==> src/rtl/pipe_pkg.sv <==
// Shared definitions for the elastic pipeline-stage register:
// state encoding, "no exception" code and default widths.
package pipe_pkg;

   localparam int DATA_W_DEF = 128;
   localparam int PC_W_DEF   = 32;
   localparam int EXC_W_DEF  = 5;

   // Exception code value meaning "no exception".
   localparam int EXC_NONE   = 0;

   // State value equals the number of held entries, so it drives occ directly.
   typedef enum logic [1:0] {
      ST_EMPTY = 2'd0,
      ST_ONE   = 2'd1,
      ST_FULL  = 2'd2
   } state_e;

endpackage

==> src/rtl/pipe_stage_reg_if.sv <==
// Handshake bus around one pipeline-stage register.
// master = upstream/downstream environment, slave = the stage itself.
interface pipe_stage_reg_if #(
   parameter int DATA_W = pipe_pkg::DATA_W_DEF,
   parameter int PC_W   = pipe_pkg::PC_W_DEF,
   parameter int EXC_W  = pipe_pkg::EXC_W_DEF
) ();

   logic              in_valid;
   logic              in_ready;
   logic [DATA_W-1:0] in_data;
   logic [PC_W-1:0]   in_pc;
   logic              in_bd;
   logic [EXC_W-1:0]  in_exc;
   logic              flush;
   logic [PC_W-1:0]   flush_pc;
   logic              out_valid;
   logic              out_ready;
   logic [DATA_W-1:0] out_data;
   logic [PC_W-1:0]   out_pc;
   logic              out_bd;
   logic [EXC_W-1:0]  out_exc;
   logic [1:0]        occ;

   modport master (
      output in_valid, in_data, in_pc, in_bd, in_exc, flush, flush_pc, out_ready,
      input  in_ready, out_valid, out_data, out_pc, out_bd, out_exc, occ
   );

   modport slave (
      input  in_valid, in_data, in_pc, in_bd, in_exc, flush, flush_pc, out_ready,
      output in_ready, out_valid, out_data, out_pc, out_bd, out_exc, occ
   );

endinterface

==> src/rtl/pipe_entry.sv <==
// One storage slot of the stage register (payload, PC, BD, exception).
// Clear wins over load; clear zeroes everything except the PC, which
// takes the preset value so the emptied slot still reports a defined PC.
module pipe_entry
   import pipe_pkg::*;
#(
   parameter int DATA_W = DATA_W_DEF,
   parameter int PC_W   = PC_W_DEF,
   parameter int EXC_W  = EXC_W_DEF
) (
   input  logic              clk,
   input  logic              reset_n,
   input  logic              load_i,
   input  logic              clr_i,
   input  logic [PC_W-1:0]   clr_pc_i,
   input  logic [DATA_W-1:0] data_i,
   input  logic [PC_W-1:0]   pc_i,
   input  logic              bd_i,
   input  logic [EXC_W-1:0]  exc_i,
   output logic [DATA_W-1:0] data_o,
   output logic [PC_W-1:0]   pc_o,
   output logic              bd_o,
   output logic [EXC_W-1:0]  exc_o
);

   logic [DATA_W-1:0] data_q;
   logic [PC_W-1:0]   pc_q;
   logic              bd_q;
   logic [EXC_W-1:0]  exc_q;

   // Slot contents: reset to zero, clear with PC preset, or load a beat.
   always_ff @(posedge clk or negedge reset_n) begin
      if (!reset_n) begin
         data_q <= '0;
         pc_q   <= '0;
         bd_q   <= 1'b0;
         exc_q  <= EXC_W'(EXC_NONE);
      end else if (clr_i) begin
         data_q <= '0;
         pc_q   <= clr_pc_i;
         bd_q   <= 1'b0;
         exc_q  <= EXC_W'(EXC_NONE);
      end else if (load_i) begin
         data_q <= data_i;
         pc_q   <= pc_i;
         bd_q   <= bd_i;
         exc_q  <= exc_i;
      end
   end

   assign data_o = data_q;
   assign pc_o   = pc_q;
   assign bd_o   = bd_q;
   assign exc_o  = exc_q;

endmodule

==> src/rtl/pipe_stage_reg.sv <==
// Elastic pipeline-stage register with valid/ready handshake and
// exception-aware flush. Define PIPE_SKID_EN to build the second (skid)
// entry; in_ready then depends on state only. Without it a single head
// entry is built and in_ready passes out_ready through combinationally.
module pipe_stage_reg
   import pipe_pkg::*;
#(
   parameter int DATA_W = DATA_W_DEF,
   parameter int PC_W   = PC_W_DEF,
   parameter int EXC_W  = EXC_W_DEF
) (
   input  logic             clk,
   input  logic             reset_n,
   pipe_stage_reg_if.slave  bus
);

   state_e            state_q;
   logic              acc;
   logic              dlv;
   logic              h_load;
   logic [DATA_W-1:0] h_data_d;
   logic [PC_W-1:0]   h_pc_d;
   logic              h_bd_d;
   logic [EXC_W-1:0]  h_exc_d;

   assign bus.out_valid = (state_q != ST_EMPTY);
`ifdef PIPE_SKID_EN
   assign bus.in_ready  = (state_q != ST_FULL);
`else
   assign bus.in_ready  = !bus.out_valid || bus.out_ready;
`endif
   assign acc     = bus.in_valid && bus.in_ready;
   assign dlv     = bus.out_valid && bus.out_ready;
   assign bus.occ = state_q;

`ifdef PIPE_SKID_EN
   logic              h_from_s;
   logic              s_load;
   logic              s_clr;
   logic [DATA_W-1:0] s_data;
   logic [PC_W-1:0]   s_pc;
   logic              s_bd;
   logic [EXC_W-1:0]  s_exc;

   // Entry steering: head takes the new beat or the skid entry; skid
   // absorbs one beat when the head is stalled.
   always_comb begin
      h_load   = 1'b0;
      h_from_s = 1'b0;
      s_load   = 1'b0;
      s_clr    = 1'b0;
      case (state_q)
         ST_EMPTY: h_load = acc;
         ST_ONE: begin
            if (acc && dlv) h_load = 1'b1;
            else if (acc)   s_load = 1'b1;
         end
         ST_FULL: begin
            if (dlv) begin
               h_load   = 1'b1;
               h_from_s = 1'b1;
               s_clr    = 1'b1;
            end
         end
         default: ;
      endcase
   end

   assign h_data_d = h_from_s ? s_data : bus.in_data;
   assign h_pc_d   = h_from_s ? s_pc   : bus.in_pc;
   assign h_bd_d   = h_from_s ? s_bd   : bus.in_bd;
   assign h_exc_d  = h_from_s ? s_exc  : bus.in_exc;

   pipe_entry #(.DATA_W(DATA_W), .PC_W(PC_W), .EXC_W(EXC_W)) u_skid (
      .clk      (clk),
      .reset_n  (reset_n),
      .load_i   (s_load),
      .clr_i    (bus.flush || s_clr),
      .clr_pc_i (bus.flush ? bus.flush_pc : '0),
      .data_i   (bus.in_data),
      .pc_i     (bus.in_pc),
      .bd_i     (bus.in_bd),
      .exc_i    (bus.in_exc),
      .data_o   (s_data),
      .pc_o     (s_pc),
      .bd_o     (s_bd),
      .exc_o    (s_exc)
   );
`else
   // Single entry: head loads whenever a beat is accepted.
   always_comb begin
      h_load = acc;
   end

   assign h_data_d = bus.in_data;
   assign h_pc_d   = bus.in_pc;
   assign h_bd_d   = bus.in_bd;
   assign h_exc_d  = bus.in_exc;
`endif

   // Occupancy FSM; flush overrides any handshake in the same cycle.
   always_ff @(posedge clk or negedge reset_n) begin
      if (!reset_n) begin
         state_q <= ST_EMPTY;
      end else if (bus.flush) begin
         state_q <= ST_EMPTY;
      end else begin
         case (state_q)
            ST_EMPTY: if (acc) state_q <= ST_ONE;
            ST_ONE: begin
`ifdef PIPE_SKID_EN
               if (acc && !dlv) state_q <= ST_FULL;
`endif
               if (!acc && dlv) state_q <= ST_EMPTY;
            end
`ifdef PIPE_SKID_EN
            ST_FULL: if (dlv) state_q <= ST_ONE;
`endif
            default: state_q <= ST_EMPTY;
         endcase
      end
   end

   pipe_entry #(.DATA_W(DATA_W), .PC_W(PC_W), .EXC_W(EXC_W)) u_head (
      .clk      (clk),
      .reset_n  (reset_n),
      .load_i   (h_load),
      .clr_i    (bus.flush),
      .clr_pc_i (bus.flush_pc),
      .data_i   (h_data_d),
      .pc_i     (h_pc_d),
      .bd_i     (h_bd_d),
      .exc_i    (h_exc_d),
      .data_o   (bus.out_data),
      .pc_o     (bus.out_pc),
      .bd_o     (bus.out_bd),
      .exc_o    (bus.out_exc)
   );

endmodule

==> src/flat_wrapper.sv <==
// flat-port wrapper written by rule: the top's interface ports become plain ports
module pipe_stage_reg_flat import pipe_pkg::*;
#(
   parameter int DATA_W = DATA_W_DEF,
   parameter int PC_W   = PC_W_DEF,
   parameter int EXC_W  = EXC_W_DEF
)
  (clk, reset_n, bus_in_valid, bus_in_data, bus_in_pc, bus_in_bd, bus_in_exc, bus_flush, bus_flush_pc, bus_out_ready, bus_in_ready, bus_out_valid, bus_out_data, bus_out_pc, bus_out_bd, bus_out_exc, bus_occ);
  pipe_stage_reg_if #(.DATA_W(DATA_W), .PC_W(PC_W), .EXC_W(EXC_W)) bus_i ();
  input  logic clk;
  input  logic reset_n;
  input wire logic [$bits(bus_i.in_valid)-1:0] bus_in_valid;
  input wire logic [$bits(bus_i.in_data)-1:0] bus_in_data;
  input wire logic [$bits(bus_i.in_pc)-1:0] bus_in_pc;
  input wire logic [$bits(bus_i.in_bd)-1:0] bus_in_bd;
  input wire logic [$bits(bus_i.in_exc)-1:0] bus_in_exc;
  input wire logic [$bits(bus_i.flush)-1:0] bus_flush;
  input wire logic [$bits(bus_i.flush_pc)-1:0] bus_flush_pc;
  input wire logic [$bits(bus_i.out_ready)-1:0] bus_out_ready;
  output wire logic [$bits(bus_i.in_ready)-1:0] bus_in_ready;
  output wire logic [$bits(bus_i.out_valid)-1:0] bus_out_valid;
  output wire logic [$bits(bus_i.out_data)-1:0] bus_out_data;
  output wire logic [$bits(bus_i.out_pc)-1:0] bus_out_pc;
  output wire logic [$bits(bus_i.out_bd)-1:0] bus_out_bd;
  output wire logic [$bits(bus_i.out_exc)-1:0] bus_out_exc;
  output wire logic [$bits(bus_i.occ)-1:0] bus_occ;
  assign bus_i.in_valid = bus_in_valid;
  assign bus_i.in_data = bus_in_data;
  assign bus_i.in_pc = bus_in_pc;
  assign bus_i.in_bd = bus_in_bd;
  assign bus_i.in_exc = bus_in_exc;
  assign bus_i.flush = bus_flush;
  assign bus_i.flush_pc = bus_flush_pc;
  assign bus_i.out_ready = bus_out_ready;
  assign bus_in_ready = bus_i.in_ready;
  assign bus_out_valid = bus_i.out_valid;
  assign bus_out_data = bus_i.out_data;
  assign bus_out_pc = bus_i.out_pc;
  assign bus_out_bd = bus_i.out_bd;
  assign bus_out_exc = bus_i.out_exc;
  assign bus_occ = bus_i.occ;
  pipe_stage_reg #(.DATA_W(DATA_W), .PC_W(PC_W), .EXC_W(EXC_W)) u_core (.clk(clk), .reset_n(reset_n), .bus(bus_i));
endmodule
==> config.mk <==
export PLATFORM = sky130hd
export DESIGN_NAME = pipe_stage_reg_flat
export DESIGN_NICKNAME = d
export VERILOG_FILES = /design/src/rtl/pipe_pkg.sv /design/src/rtl/pipe_stage_reg_if.sv /design/src/rtl/pipe_entry.sv /design/src/rtl/pipe_stage_reg.sv /design/src/flat_wrapper.sv
export SDC_FILE = /design/constraint.sdc
export NUM_CORES = 1
export LEC_CHECK = 0
export ABC_AREA = 1
export BUFFER_PORTS_ARGS = -buffer_cell sky130_fd_sc_hd__buf_2
export CAP_MARGIN = 20
export CORE_MARGIN = 2
export CORE_UTILIZATION = 35
export DETAILED_ROUTE_END_ITERATION = 7
export HOLD_SLACK_MARGIN = 0.08
export PLACE_DENSITY_LB_ADDON = 0.25
export SKIP_LAST_GASP = 1
export SLEW_MARGIN = 20
export SYNTH_ARGS = -nofsm -noshare
export SYNTH_HDL_FRONTEND = slang
export SYNTH_HIERARCHICAL = 1
export SYNTH_SLANG_ARGS = --single-unit
==> constraint.sdc <==
create_clock -name clk -period 1.95 [get_ports clk]
set_input_delay 0 -clock clk [delete_from_list [all_inputs] [get_ports clk]]
set_output_delay 0 -clock clk [all_outputs]
set_load 0.005 [all_outputs]
[After elaboration in Yosys (flattened, before gate mapping)]
Index checks and enable logic that the tools add are counted.
Storage, ports and cells
  bits in registers: 168
  logic and storage cells: 30
  bits of input ports: 203
Operators by class
  equality and inequality tests: 3
  muxes and demuxes: 12
  reductions and logical operators: 10
Operator list (number)
  $mux 128: 2
  $mux 32: 2
  $mux 5: 2
  $mux 2: 3
  $ne 3x2->1 const B: 2
  $pmux 2 s2: 1
  $reduce_bool 2->1: 2
  $logic_and 1x1->1: 3
  $eq 2x1->1 const B: 1
  $logic_not 1->1: 2
  $logic_not 2->1: 1
  $mux 1: 2
  $reduce_and 2->1: 1
  $logic_or 1x1->1: 1

[Depth between registers and ports, before layout]
  depth after elaboration: 9
  depth in mapped cells: 8
  mapped depth without buffers: 5

[Modules after synthesis]
Netlist, hierarchy kept.
Modules (own cells, without submodules)
  pipe_entry: seq. area each 4154.0 um^2, area each 6827.8 um^2, times used 1, cells each 757
  pipe_stage_reg: seq. area each 25.0 um^2, area each 71.3 um^2, times used 1, cells each 9

[Worst setup path before layout]
No wires, ideal clock.
  path kind: flip-flop to flip-flop
  start point: reg u_core.state_q[0], in the netlist u_core/bus.occ[0]
  end point: reg u_core.u_head.data_q[76], in the netlist u_core/u_head/data_o[76]
  buffers on the path: 3
  period minus slack after synthesis: 1.238 ns
  library setup time: 0.065 ns
  cell stages (with the launch flop): 7
  arrival time: 1.172 ns
  slack: 0.712 ns
  path through: dfrtp_1 a21oi_1 buf_4 buf_4 buf_2 nand3_1 nand2_1
On the way
  word-level cells in the longest chain between the ends: 5
Ends and longest elaborated chain
  from (decl): line pipe_stage_reg.sv:17  | state_e state_q;
  from (signal assigned): line pipe_stage_reg.sv:104  | state_q <= ST_EMPTY;
  from (signal assigned): line pipe_stage_reg.sv:106  | state_q <= ST_EMPTY;
  from (signal assigned): line pipe_stage_reg.sv:109  | ST_EMPTY: if (acc) state_q <= ST_ONE;
  $reduce_bool 2->1: line pipe_stage_reg.sv:26  | assign bus.out_valid = (state_q != ST_EMPTY);
  $logic_not 1->1: line pipe_stage_reg.sv:30  | assign bus.in_ready = !bus.out_valid || bus.out_ready;
  $logic_or 1x1->1: line pipe_stage_reg.sv:30
  $logic_and 1x1->1: line pipe_stage_reg.sv:32  | assign acc = bus.in_valid && bus.in_ready;
  via u_core.acc: line pipe_stage_reg.sv:18  | logic acc;
  $reduce_bool 2->1 (no line)
  to (signal assigned): line pipe_entry.sv:44  | data_q <= data_i;
  to (decl): line pipe_entry.sv:26  | logic [DATA_W-1:0] data_q;
The timed path passes the listed nets, and every way through them passes these cells.
A chain may end at the register's enable or synchronous reset.

[Final worst setup path]
  start point: reg u_core.state_q[0], in the netlist u_core/bus.occ[0]
  end point: reg u_core.u_head.data_q[77], in the netlist u_core/u_head/data_o[77]
Same word-level chain as after synthesis.

==> results.sh <==
export IMPL_outcome="complete, no violations"
export IMPL_syn_cell_area_sq_um=6900
export IMPL_crit_family="buffers and inverters"
export IMPL_seq_area_sq_um=4180
export IMPL_cp_start_kind="flip-flop"
export IMPL_grt_first_pass_wirelength_um=35000
export IMPL_worst_ep_arrival_time_ps=2170
export IMPL_cts_resized=0
export IMPL_ys_seq_elements=167
export IMPL_multi_input_area_sq_um=2300
export IMPL_ys_seq_area_share_pct=60.6
export IMPL_finClkSkew_ps=10.3
export IMPL_io_pins=373
export IMPL_clkSinkCount=167
export IMPL_htree_levels=4
export IMPL_swShare_pct=27.4
export IMPL_postRouteAntennaNets=0
export IMPL_pwr_share_seq_pct=45.5
export IMPL_synth_top_family_by_area="simple AND/OR/NAND/NOR gates"
export IMPL_fillers=1617
export IMPL_dp_hpwl_um=13300
export IMPL_worst_pin_slew_ps=832
export IMPL_drc_errors=0
export IMPL_fin_util_pct=58.9
export IMPL_whs_ps=110
export IMPL_drt_wirelength_per_cell_um=15.1
export IMPL_synth_cells=766
export IMPL_setup_tns_ps=0
export IMPL_first_pass_iters=5
export IMPL_antenna_found_initial=0
export IMPL_synthAdderAreaFrac_pct=0
export IMPL_wl_um=23900
export IMPL_vias=7410
export IMPL_p_per_area_nw_per_um2=735
export IMPL_power_frac_comb_pct=16.9
export IMPL_clock_fmax_mhz=550
export IMPL_ir_worst_vdd_uv=637
export IMPL_slew_limit_headroom_pct=44.4
export IMPL_crit_buf_inv=1
export IMPL_grt_max_degree=167
export IMPL_critPathRequiredTime_ps=2300
export IMPL_hp_class="input port to flip-flop"
export IMPL_initial_core_util_pct=35.6
export IMPL_drt_iter0_drc=423
export IMPL_rsz0062_at_grt="true"
export IMPL_power_total_mw=8.40
export IMPL_cts_max_path_buffers=2
export IMPL_synthSimpleGateAreaFrac_pct=32.8
export IMPL_max_stage_delay_ps=600
export IMPL_cts_tree="built"
export IMPL_cts_root_buf="clkbuf_16"
export IMPL_fin_crit_sh_pct=93.3
export IMPL_coreArea_sq_um=19400
export IMPL_placementRows=51
export IMPL_area_growth_pct=65.6
export IMPL_worst_setup_path_end_kind="flip-flop"
export IMPL_cp_slowest_cell="buf_12"
export IMPL_diodes=0
export IMPL_port_buffers=371
export IMPL_syn_num_nets=969
export IMPL_grt_pass1_vias=7050
export IMPL_setup_viol=0
export IMPL_finalNetCount=1510
export IMPL_hold_viol=0
export IMPL_vias_per_cell=4.68
export IMPL_die_height_um=144
export IMPL_drv_cap=0
export IMPL_synth_cell_type_count=14
export IMPL_synth_avg_cell_area_sq_um=9.01
export IMPL_gr_total_overflow=0
export IMPL_clkPwrFrac_pct=37.6
export IMPL_slew_viol_final=0
export IMPL_dieArea_sq_um=20900
export IMPL_criticalPathCategory="flip-flop to flip-flop"
export IMPL_worstSkewPairLatency_ps=420
export IMPL_p_leak_nw=6.40
export IMPL_synth_compound_area_share_pct=0.199
export IMPL_grt_usage_pct=21.2
export IMPL_cts_buffers=17
export IMPL_ys_warn_count=6
export IMPL_min_period_ps=1820
export IMPL_cts_setup_buffers=0
export IMPL_synthMuxAreaShare_pct=0
export IMPL_worstPathMaxFanout=166
export IMPL_drive_gt1_share_pct=31.5
export IMPL_die_w_um=144
export IMPL_gp_congestion=0.745
export IMPL_synthXorXnorAreaFrac_pct=0
export IMPL_power_switching_mw=2.30
export IMPL_worstPathCellList="a21oi_4 -> buf_12 -> nand3_1 -> nand2_1"
export IMPL_internal_power_mw=6.10
export IMPL_clk_pin_slew_ps=70
==> power by group through the flow <==
stage | combinational, mW | sequential, mW | clock, mW
final | 1.42 | 3.82 | 3.16
after global routing | 1.56 | 3.85 | 3.41
after CTS | 1.40 | 3.81 | 3.28
after detailed placement | 1.08 | 3.88 | 0
after global placement | 1.07 | 3.88 | 0
after floorplan | 0.447 | 3.90 | 0
==> path summary, 6_finish.rpt <==
kind / startpoint / end / slack (ps) / cells past startpoint
max in group asynchronous: reset_n / u_core/u_head/data_o[38] / 200 / 4
worst min-delay path: bus_flush / u_core/u_head/data_o[115] / 110 / 4
worst min register to register: u_core/u_head/data_o[74] / u_core/u_head/data_o[74] / 460 / 2
min in group asynchronous: reset_n / u_core/u_head/data_o[9] / 580 / 3
worst max register to register: u_core/bus.occ[0] / u_core/u_head/data_o[77] / 130 / 4
worst max-delay path: u_core/bus.occ[0] / u_core/u_head/data_o[77] / 130 / 4
==> per-stage QoR <==
step,worst slack [ps],instance area [sq um],instances
2_1_floorplan,712,6900,766
3_3_place_gp,89.9,8830,1349
3_5_place_dp,44.2,8830,1349
4_1_cts,17.5,11400,1584
5_1_grt,0.0839,11400,1585
6_report,131,11400,1585
==> metal layers <==
metal | track usage [%] | wire length (um) | part of all wire [%] | vias to the layer above
met1 | 26.5 | 9730 | 41 | 3483
met4 | 6.95 | 484 | 2.0 | 0
met5 | 0 | 0 | 0 | -
met2 | 35.0 | 11700 | 49 | 345
met3 | 6.56 | 2000 | 8.4 | 38
li1 | - | - | - | 3544
==> synth_stat cells, drive strengths merged <==
cell type / instances / area, sq um
nor2: 1 / 20.0
nand3: 198 / 991
clkbuf: 2 / 7.51
dfrtp: 167 / 4180
inv: 3 / 11.3
a21oi: 2 / 13.8
buf: 59 / 420
nand2: 333 / 1250
conb: 1 / 3.75
==> worst register-to-register path: cells and delay by family (launching register included) <==
family / cells / cell delay [ps]
compound gates: 1 / 340
simple gates: 2 / 370
flops: 1 / 440
buf+inv: 1 / 600
==> cell families (layout without fill, tap and decap cells) <==
logic type,Yosys count,in the layout
AND/OR/NAND/NOR,532,533
flip-flops,167,167
buffers and inverters,64,617
AO/OA/AOI/OAI,2,2
other,1,1
==> registers in the layout (all words and copies together) (netlist names) <==
name,flops
u_core/bus.occ,1
u_core/u_head/bd_o,1
u_core/u_head/data_o,128
u_core/u_head/exc_o,5
u_core/u_head/pc_o,32
==> layout make-up <==
cell class / count / share of cell area (%)
Tap cell: 265 / 2.90
Sequential cell: 167 / 36.6
Clock buffer: 19 / 3.79
Timing Repair Buffer: 582 / 35.4
Multi-Input combinational cell: 536 / 20.2
Clock inverter: 13 / 1.05
Inverter: 3 / 0.120
==> placed cells by master (no fill, tap or decap), types with 2 or more instances in the layout <==
cell type,synthesis,layout
inv_6,0,2
nand2_1,332,332
clkinvlp_4,0,2
inv_8,0,2
buf_2,30,370
clkbuf_1,2,2
clkbuf_16,0,17
clkinv_4,0,5
buf_12,0,7
nand3_1,198,198
dfrtp_1,167,167
dlygate4sd3_1,0,203
==> what timing repair did <==
item	4_1_cts	5_1_grt
hold buffers	203	0
endpoints found under the setup margin	0	99
hold endpoints to repair	334	0
(Power assumes the default switching activity.)
